File: config.mk
export PLATFORM = sky130hd
export DESIGN_NAME = normalize_pipe_flat
export DESIGN_NICKNAME = d
export VERILOG_FILES = /design/src/rtl/normalize_pipe_pkg.sv /design/src/rtl/normalize_pipe_if.sv /design/src/rtl/normalize_pipe_stage.sv /design/src/rtl/normalize_pipe.sv /design/src/flat_wrapper.sv
export SDC_FILE = /design/constraint.sdc
export NUM_CORES = 1
export LEC_CHECK = 0
export BUFFER_PORTS_ARGS = -buffer_cell sky130_fd_sc_hd__buf_2
export CELL_PAD_IN_SITES_DETAIL_PLACEMENT = 1
export CELL_PAD_IN_SITES_GLOBAL_PLACEMENT = 1
export CORE_MARGIN = 1
export CORE_UTILIZATION = 39
export CTS_CLUSTER_DIAMETER = 30
export CTS_CLUSTER_SIZE = 16
export DETAILED_ROUTE_END_ITERATION = 7
export PLACE_DENSITY_LB_ADDON = 0.1
export SLEW_MARGIN = 20
export SYNTH_ARGS = -nofsm -noshare
export SYNTH_HDL_FRONTEND = slang
export SYNTH_SLANG_ARGS = --single-unit
File: constraint.sdc
create_clock -name clk -period 1.9 [get_ports clk]
set_input_delay 0.095 -clock clk [delete_from_list [all_inputs] [get_ports clk]]
set_output_delay 0.095 -clock clk [all_outputs]
set_load 0.05 [all_outputs]
File: src/rtl/normalize_pipe_pkg.sv
// Shared helpers for the pipelined leading-zero normalizer.
package normalize_pipe_pkg;

  // Smallest r such that 2**r >= n.
  function automatic int ceil_log2(input int n);
    int r;
    r = 0;
    for (int i = 0; i < 31; i++) begin
      if ((32'sd1 <<< i) < n) begin
        r = i + 1;
      end else begin
        r = r;
      end
    end
    return r;
  endfunction

  // Number of register stages needed to cover logw shift levels.
  function automatic int num_stages(input int logw, input int lps);
    return (logw + lps - 32'sd1) / lps;
  endfunction

endpackage

File: src/rtl/normalize_pipe_if.sv
// Input/output handshake bundle of the normalizer.
interface normalize_pipe_if #(
  parameter int WIDTH = 32,
  parameter int TAG_W = 4
);
  import normalize_pipe_pkg::*;

  localparam int LOGW = ceil_log2(WIDTH);

  logic             in_valid;
  logic             in_ready;
  logic [WIDTH-1:0] in_data;
  logic [TAG_W-1:0] in_tag;
  logic             out_valid;
  logic             out_ready;
  logic [WIDTH-1:0] out_data;
  logic [LOGW-1:0]  out_dist;
  logic             out_zero;
  logic [TAG_W-1:0] out_tag;

  // Producer/consumer side (upstream stage and rounding stage).
  modport master (
    output in_valid, in_data, in_tag, out_ready,
    input  in_ready, out_valid, out_data, out_dist, out_zero, out_tag
  );

  // The normalizer itself.
  modport slave (
    input  in_valid, in_data, in_tag, out_ready,
    output in_ready, out_valid, out_data, out_dist, out_zero, out_tag
  );
endinterface

File: src/rtl/normalize_pipe_stage.sv
// One pipeline stage: a few shift levels followed by the stage register set.
module normalize_pipe_stage
  import normalize_pipe_pkg::*;
#(
  parameter int WIDTH       = 32,
  parameter int TAG_W       = 4,
  parameter int FIRST_LEVEL = 4,
  parameter int NUM_LEVELS  = 2
) (
  input  logic                        i_clk,
  input  logic                        i_reset_n,
  input  logic                        i_flush,
  input  logic                        i_adv,
  input  logic                        i_valid,
  input  logic [WIDTH-1:0]            i_data,
  input  logic [ceil_log2(WIDTH)-1:0] i_dist,
  input  logic                        i_zero,
  input  logic [TAG_W-1:0]            i_tag,
  output logic                        o_valid,
  output logic [WIDTH-1:0]            o_data,
  output logic [ceil_log2(WIDTH)-1:0] o_dist,
  output logic                        o_zero,
  output logic [TAG_W-1:0]            o_tag
);
  localparam int LOGW = ceil_log2(WIDTH);

  logic [LOGW-1:0]  w_dist;
  logic [WIDTH-1:0] w_data;

  logic             r_valid;
  logic [WIDTH-1:0] r_data;
  logic [LOGW-1:0]  r_dist;
  logic             r_zero;
  logic [TAG_W-1:0] r_tag;

  // Level chain, MSB level first: shift by 2^k when the top 2^k bits are clear.
  for (genvar i = 0; i < NUM_LEVELS; i++) begin : g_lvl
    localparam int SH = 1 << (FIRST_LEVEL - i);
    logic [WIDTH-1:0] w_in;
    logic [WIDTH-1:0] w_out;
    logic             w_hit;
    if (i == 0) begin : g_first
      assign w_in = i_data;
    end else begin : g_next
      assign w_in = g_lvl[i-1].w_out;
    end
    assign w_hit = (w_in[WIDTH-1 -: SH] == {SH{1'b0}});
    assign w_out = w_hit ? (w_in << SH) : w_in;
  end

  assign w_data = g_lvl[NUM_LEVELS-1].w_out;

  // Distance bits owned by this stage come from its levels; the rest pass through
  // (incoming bits at this stage's levels are still zero, so OR-ing is exact).
  for (genvar b = 0; b < LOGW; b++) begin : g_dist
    if ((b <= FIRST_LEVEL) && (b > FIRST_LEVEL - NUM_LEVELS)) begin : g_own
      assign w_dist[b] = i_dist[b] | g_lvl[FIRST_LEVEL-b].w_hit;
    end else begin : g_pass
      assign w_dist[b] = i_dist[b];
    end
  end

  // Stage registers: reset clears everything, flush drops the valid bit, advance loads.
  always_ff @(posedge i_clk) begin
    if (!i_reset_n) begin
      r_valid <= 1'b0;
      r_data  <= {WIDTH{1'b0}};
      r_dist  <= {LOGW{1'b0}};
      r_zero  <= 1'b0;
      r_tag   <= {TAG_W{1'b0}};
    end else if (i_flush) begin
      r_valid <= 1'b0;
    end else if (i_adv) begin
      r_valid <= i_valid;
      r_data  <= w_data;
      r_dist  <= w_dist;
      r_zero  <= i_zero;
      r_tag   <= i_tag;
    end else begin
      r_valid <= r_valid;
    end
  end

  assign o_valid = r_valid;
  assign o_data  = r_data;
  assign o_dist  = r_dist;
  assign o_zero  = r_zero;
  assign o_tag   = r_tag;
endmodule

File: src/rtl/normalize_pipe.sv
// Pipelined leading-zero normalizer: stage chain, ready chain and flush fan-out.
module normalize_pipe
  import normalize_pipe_pkg::*;
#(
  parameter int WIDTH            = 32,
  parameter int LEVELS_PER_STAGE = 2,
  parameter int TAG_W            = 4
) (
  input  logic             clk,
  input  logic             reset_n,
  input  logic             flush,
  normalize_pipe_if.slave  bus
);
  localparam int LOGW   = ceil_log2(WIDTH);
  localparam int STAGES = num_stages(LOGW, LEVELS_PER_STAGE);

  // Index 0 is the pipe input, index s+1 is the register output of stage s.
  logic             w_valid [0:STAGES];
  logic [WIDTH-1:0] w_data  [0:STAGES];
  logic [LOGW-1:0]  w_dist  [0:STAGES];
  logic             w_zero  [0:STAGES];
  logic [TAG_W-1:0] w_tag   [0:STAGES];
  logic [STAGES-1:0] w_adv;

  assign w_valid[0] = bus.in_valid;
  assign w_data[0]  = bus.in_data;
  assign w_dist[0]  = {LOGW{1'b0}};
  assign w_zero[0]  = (bus.in_data == {WIDTH{1'b0}});
  assign w_tag[0]   = bus.in_tag;

  // Ready chain flattened: a stage advances if it or any later stage is empty,
  // or the consumer takes the result.
  always_comb begin
    w_adv = {STAGES{1'b0}};
    for (int i = 0; i < STAGES; i++) begin
      logic v_acc;
      v_acc = bus.out_ready;
      for (int j = i + 1; j <= STAGES; j++) begin
        v_acc = v_acc | ~w_valid[j];
      end
      w_adv[i] = v_acc;
    end
  end

  for (genvar s = 0; s < STAGES; s++) begin : g_stage
    localparam int FIRST = LOGW - 1 - s * LEVELS_PER_STAGE;
    localparam int NUM   = (FIRST + 1 < LEVELS_PER_STAGE) ? (FIRST + 1) : LEVELS_PER_STAGE;
    normalize_pipe_stage #(
      .WIDTH       (WIDTH),
      .TAG_W       (TAG_W),
      .FIRST_LEVEL (FIRST),
      .NUM_LEVELS  (NUM)
    ) u_stage (
      .i_clk     (clk),
      .i_reset_n (reset_n),
      .i_flush   (flush),
      .i_adv     (w_adv[s]),
      .i_valid   (w_valid[s]),
      .i_data    (w_data[s]),
      .i_dist    (w_dist[s]),
      .i_zero    (w_zero[s]),
      .i_tag     (w_tag[s]),
      .o_valid   (w_valid[s+1]),
      .o_data    (w_data[s+1]),
      .o_dist    (w_dist[s+1]),
      .o_zero    (w_zero[s+1]),
      .o_tag     (w_tag[s+1])
    );
  end

  assign bus.in_ready  = w_adv[0] & ~flush;
  assign bus.out_valid = w_valid[STAGES];
  assign bus.out_data  = w_data[STAGES];
  assign bus.out_dist  = w_dist[STAGES];
  assign bus.out_zero  = w_zero[STAGES];
  assign bus.out_tag   = w_tag[STAGES];
endmodule
File: src/flat_wrapper.sv
// flat-port wrapper written by rule: the top's interface ports become plain ports
module normalize_pipe_flat import normalize_pipe_pkg::*;
#(
  parameter int WIDTH            = 32,
  parameter int LEVELS_PER_STAGE = 2,
  parameter int TAG_W            = 4
)
  (clk, reset_n, flush, bus_in_valid, bus_in_data, bus_in_tag, bus_out_ready, bus_in_ready, bus_out_valid, bus_out_data, bus_out_dist, bus_out_zero, bus_out_tag);
  normalize_pipe_if #(.WIDTH(WIDTH), .TAG_W(TAG_W)) bus_i ();
  input  logic clk;
  input  logic reset_n;
  input  logic flush;
  input wire logic [$bits(bus_i.in_valid)-1:0] bus_in_valid;
  input wire logic [$bits(bus_i.in_data)-1:0] bus_in_data;
  input wire logic [$bits(bus_i.in_tag)-1:0] bus_in_tag;
  input wire logic [$bits(bus_i.out_ready)-1:0] bus_out_ready;
  output wire logic [$bits(bus_i.in_ready)-1:0] bus_in_ready;
  output wire logic [$bits(bus_i.out_valid)-1:0] bus_out_valid;
  output wire logic [$bits(bus_i.out_data)-1:0] bus_out_data;
  output wire logic [$bits(bus_i.out_dist)-1:0] bus_out_dist;
  output wire logic [$bits(bus_i.out_zero)-1:0] bus_out_zero;
  output wire logic [$bits(bus_i.out_tag)-1:0] bus_out_tag;
  assign bus_i.in_valid = bus_in_valid;
  assign bus_i.in_data = bus_in_data;
  assign bus_i.in_tag = bus_in_tag;
  assign bus_i.out_ready = bus_out_ready;
  assign bus_in_ready = bus_i.in_ready;
  assign bus_out_valid = bus_i.out_valid;
  assign bus_out_data = bus_i.out_data;
  assign bus_out_dist = bus_i.out_dist;
  assign bus_out_zero = bus_i.out_zero;
  assign bus_out_tag = bus_i.out_tag;
  normalize_pipe #(.WIDTH(WIDTH), .LEVELS_PER_STAGE(LEVELS_PER_STAGE), .TAG_W(TAG_W)) u_core (.clk(clk), .reset_n(reset_n), .flush(flush), .bus(bus_i));
endmodule
==> results.cfg, run 1 <==
[power_and_ir_drop]
ir_worst_vdd_v = 0.000554
leakage_nw = 3.21
power.density_nw_per_um2 = 955

[placement]
gp_congestion = 0.848
numPortBuffers = 84
preCtsSetupSlack_ps = -16.9
place_inst = 932
dp_hpwl_um = 12500
place_area_um2 = 6660

[yosys]
synth_edf_count = 0
yosysSeqAreaShare_pct = 42.6
synth_area_um2 = 5880
synthCells = 689
ys.flop_type = dfxtp_1
netlist.area_leader.share_pct = 42.6
avgSynthCellArea_um2 = 8.54
synthArstFlopShare_pct = 0
synth_top_area_cell = dfxtp_1
synth.net_count = 730
synth.area.top_cells = dfxtp_1 43%, nand2_1 10%, a21boi_0 6.0%
ys_warn_count = 0
yosysUniqueCellTypes = 50
synth-seq-cells = 125

[route]
initialDrtViolationCount = 292
route.detailed.drc = 10
wl_per_cell_um = 18.2
wirelength_um = 18000
avgViaCountPerCell = 5.67
dr.pass1.iters = 6
vias = 5593
antenna_left = 0

[critical_path]
slowest_delay_ps = 550
rr_worst_depth = 5
crit_fanout = 4
cp.arrival_ps = 2250
cp.depth = 9
startpoint = bus_in_data[28]
crit_path_end_kind = flop
crit_chain = dlygate4sd3_1, buf_2, or4_4, buf_4, nor3_1, buf_4, a41oi_2, o21ai_1, o211a_1
crit_slowest_cell = dlygate4sd3_1
cp_top_family = buffers and inverters
crit_top_cell = buf_4
cp-start-kind = input pin
crit_required_ps = 2260
cp_num_buf_inv = 4
critPathKind = in2reg
timing.rr.start = u_core.g_stage[0].u_stage.o_data[31]$_SDFFE_PN0P_

[layout]
diodes = 0
fin_cells = 987
syn_to_final_growth_pct = 27.7
fin_util_pct = 51.3
nFillCells = 1741
fin_nets = 831
stdcell_area_um2 = 7510
drive_above_1_share_pct = 21.9

[grt]
antenna_found_initial = 0
grt_max_degree = 78
met2_usage_pct = 41.2
grt_use_total_pct = 23.9
grt_pass1_wl_um = 29500
grt_busiest_layer = met2
grt_pass1_vias = 5614
met1_usage_pct = 30.0
use_met3_pct = 4.73
overflow = 0

[min_path]
hp-class = in2reg
hold_depth = 3
holdCritStartpoint = bus_in_data[29]

[timing]
grt_setup_unrepaired = true
tightest_slew_ps = 439
finalCritPeriodShare_pct = 99.1
timing.final.ws_setup_ps = 16.2
relSlewSlack_pct = 70.6
holdWs_ps = -7.22
slew_violations = 0
finalSetupViolations = 0
finalHoldViolations = 1
clock_skew_ps = 6.86
period_minus_slack_ps = 1880
clock.fmax_mhz = 531

[die]
dieArea_um2 = 15600
ios = 85
rows = 44
start_util_pct = 40.2
core_um2 = 14600
die_y_um = 125
die_x_um = 125

[clocking]
clk_pin_slew_ps = 50
clock_latency_ps = 420
cts_tree = built
cts_htree_levels = 4
clock_sinks = 125
cts_root_buf = clkbuf_16
clk_path_buf_depth = 2
numCtsBuffers = 17

[status]
status = finished, violations left
violations = DRC, hold timing

[run]
maxCapViolations = 0
flip-flops by register name (all words and copies together), names as in the netlist:
signal,cells
u_core.g_stage.u_stage.o_data,96
u_core.g_stage.u_stage.o_valid,3
u_core.g_stage.u_stage.o_dist,11
u_core.g_stage.u_stage.o_zero,3
u_core.g_stage.u_stage.o_tag,12
metrics by stage:
step | setup TNS (ps) | total power [mW]
finish | 0 | 7.17
global route | -20.4 | 7.50
CTS | 0 | 7.24
detailed placement | -16.9 | 4.10
global placement | -162 | 4.07
floorplan | 0 | 3.70
cells by family (layout without fill, tap and decap cells):
group | Yosys count | in the layout | synth area share (%)
AO/OA/AOI/OAI | 234 | 234 | 30.1
AND/OR/NAND/NOR | 232 | 232 | 17.0
flip-flops | 125 | 125 | 42.6
multiplexers | 36 | 36 | 6.17
buffers and inverters | 62 | 176 | 4.23
power breakdown:
part	switching (mW)	internal, mW
combinational	0.707	0.455
sequential	0.146	2.78
clock	1.21	1.87
total	2.07	5.10
synthesized netlist by cell type (8+ instances only):
master	number
o21ai_0	28
o22ai_1	20
a21boi_0	47
nand3_1	8
mux2i_1	34
a211oi_1	8
dfxtp_1	125
clkbuf_1	47
a221oi_1	9
nor2_1	26
o211a_1	33
a311o_1	20
a22o_1	8
a21oi_1	27
nand2_1	161
worst paths after layout:
check	endpoint	slack, ps
max	u_core.g_stage[0].u_stage.o_data[22]$_SDFFE_PN0P_	20
min	u_core.g_stage[0].u_stage.o_data[29]$_SDFFE_PN0P_	-7
max reg2reg	u_core.g_stage[1].u_stage.o_data[28]$_SDFFE_PN0P_	60
min reg2reg	u_core.g_stage[0].u_stage.o_zero$_SDFFE_PN0P_	460
what timing repair did:
item / 4_1_cts / 5_1_grt
endpoints found under the hold margin: 21 / 0
pin swaps: 0 / 0
gates resized for setup: 4 / 6
endpoints found under the setup margin: 2 / 9
buffers inserted: 0 / 2
hold buffers: 21 / 0
area by class of cell:
cell class	instances	area, um2	area share [%]
multi-input cells	502	3190	42.4
repair buffers	140	1000	13.4
clock inverters	13	118	1.57
inverters	4	15.0	0.200
clock buffers	19	453	6.03
well taps	184	230	3.06
flip-flops and latches	125	2500	33.3
worst register-to-register path: stages, from the launching register on:
cell and delay (ps):
dfxtp_1 370, or2_2 350, a21oi_4 170, mux2_2 350
a222oi_1 370, a21oi_1 110
cell usage in the layout, fill, tap and decap left out, drive strengths merged, types with 19 or more instances in the layout:
cell type    Yosys  final
mux2i           34     34
nor2            26     26
nand2          161    161
o21ai           35     35
dlygate4sd3      0     21
a21oi           29     29
buf             11    119
dfxtp          125    125
clkbuf          47     19
a21boi          50     50
o22ai           20     20
o211a           33     33
a311o           20     20
per-layer routing:
metal  wire length, um  part of all wire, %
met5                 0                    0
met4               197                  1.1
met3               626                  3.5
met2              8890                   49
met1              8270                   46
Note: power is estimated with default switching activity, not from simulation.
==> run 2: changes to the inputs <==
--- a/config.mk
+++ b/config.mk
@@ -10,6 +10,7 @@
 export CELL_PAD_IN_SITES_GLOBAL_PLACEMENT = 1
 export CORE_MARGIN = 1
 export CORE_UTILIZATION = 39
+export CTS_BUF_LIST = sky130_fd_sc_hd__clkbuf_16
 export CTS_CLUSTER_DIAMETER = 30
 export CTS_CLUSTER_SIZE = 16
 export DETAILED_ROUTE_END_ITERATION = 7
==> results.cfg, run 2 (synthesis gave the netlist of run 1 again) <==
[timing]
fin_setup_tns_ps = 0
period_minus_slack_ps = 1880
tightest_slew_ps = 437
relSlewSlack_pct = 70.7
slew_violations = 0
finalSetupViolations = 0
grt_setup_unrepaired = true
clock_skew_ps = 6.81
finalCritPeriodShare_pct = 99.0
clock.fmax_mhz = 532
holdWs_ps = -7.36
timing.final.ws_setup_ps = 19.8
finalHoldViolations = 1

[power_and_ir_drop]
leakage_nw = 3.20
power.density_nw_per_um2 = 946
ir_worst_vdd_v = 0.000553
power.total_mw = 7.09

[layout]
layout_commonest_cell = nand2_1
stdcell_area_um2 = 7490
diodes = 0
drive_above_1_share_pct = 21.7
fin_nets = 831
fin_cells = 987
final_cell_mix = 161 x nand2_1, 123 x dfxtp_1, 83 x buf_2
largest_reg_flops = 96
fin_util_pct = 51.2
syn_to_final_growth_pct = 27.4

[critical_path]
cp-start-kind = input pin
crit_top_cell = buf_4
timing.rr.start = u_core.g_stage[0].u_stage.o_data[31]$_SDFFE_PN0P_
crit_fanout = 4
cp.arrival_ps = 2240
crit_path_end_kind = flop
slowest_delay_ps = 550
crit_slowest_cell = dlygate4sd3_1
cp_num_buf_inv = 4
crit_required_ps = 2260
startpoint = bus_in_data[28]
crit_chain = dlygate4sd3_1, buf_2, or4_4, buf_4, nor3_1, buf_4, a41oi_2, o21ai_1, o211a_1
critPathKind = in2reg
cp_top_family = buffers and inverters

[grt]
grt_pass1_vias = 5607
grt_use_total_pct = 23.9
overflow = 0
grt_pass1_wl_um = 29500
grt_max_degree = 78
antenna_found_initial = 0

[placement]
gp_congestion = 0.848
numPortBuffers = 84
place_inst = 932
place_area_um2 = 6660
dp_hpwl_um = 12500
preCtsSetupSlack_ps = -16.9

[clocking]
cts_htree_levels = 4
clock_sinks = 125
clk_path_buf_depth = 2
clk_pin_slew_ps = 50
clock_latency_ps = 420
numCtsBuffers = 17
cts_root_buf = clkbuf_16
cts_tree = built

[status]
status = finished, violations left
violations = DRC, hold timing

[route]
wirelength_um = 17900
vias = 5584
initialDrtViolationCount = 295
route.detailed.drc = 10
antenna_left = 0
dr.pass1.iters = 6
wl_per_cell_um = 18.2
avgViaCountPerCell = 5.66

[run]
maxCapViolations = 0

[min_path]
holdCritStartpoint = bus_in_data[29]
hp-class = in2reg

[die]
die_y_um = 125
dieArea_um2 = 15600
rows = 44
ios = 85
core_um2 = 14600
die_x_um = 125
start_util_pct = 40.2
==> run 2: where the power goes <==
part / switching [mW] / internal [mW] / leakage, nW
Combinational: 0.707 / 0.455 / 1.91
Sequential: 0.146 / 2.78 / 1.03
Clock: 1.21 / 1.79 / 0.268
==> run 2: timing repair <==
item	4_1_cts	5_1_grt
hold endpoints to repair	21	0
hold buffers	21	0
resized for setup	4	6
pin swaps	0	0
buffers inserted	0	2
endpoints found under the setup margin	2	9
==> run 2: final cells by class <==
type                    count  area (um2)
well taps                 184         230
repair buffers            140        1000
clock buffers              17         425
flip-flops and latches    125        2500
inverters                   4        15.0
clock inverters            15         125
fillers                  1743        7150
multi-input cells         502        3190
==> run 2: worst paths after layout <==
| path | endpoint | slack [ps] | cells past startpoint |
|---|---|---|---|
| worst max-delay path | u_core.g_stage[0].u_stage.o_data[22]$_SDFFE_PN0P_ | 20 | 9 |
| worst min-delay path | u_core.g_stage[0].u_stage.o_data[29]$_SDFFE_PN0P_ | -7 | 3 |
| worst max register to register | u_core.g_stage[1].u_stage.o_data[29]$_SDFFE_PN0P_ | 90 | 5 |
| worst min register to register | u_core.g_stage[0].u_stage.o_zero$_SDFFE_PN0P_ | 460 | 2 |
==> run 2: worst register-to-register path, delay by kind of cell (launching register included) <==
family | cells | cell delay, ps
AO/OA/AOI/OAI | 3 | 630
AND/OR/NAND/NOR | 1 | 350
multiplexers | 1 | 350
flip-flops | 1 | 370
==> run 2: routing by layer <==
layer  track usage [%]  share of wire (%)  vias up
li1                  -                  -     2716
met1              30.0                 46     2749
met2              41.0                 50      102
met3              4.73                3.7       17
met4              7.55                1.1        0
met5                 0                  0        -
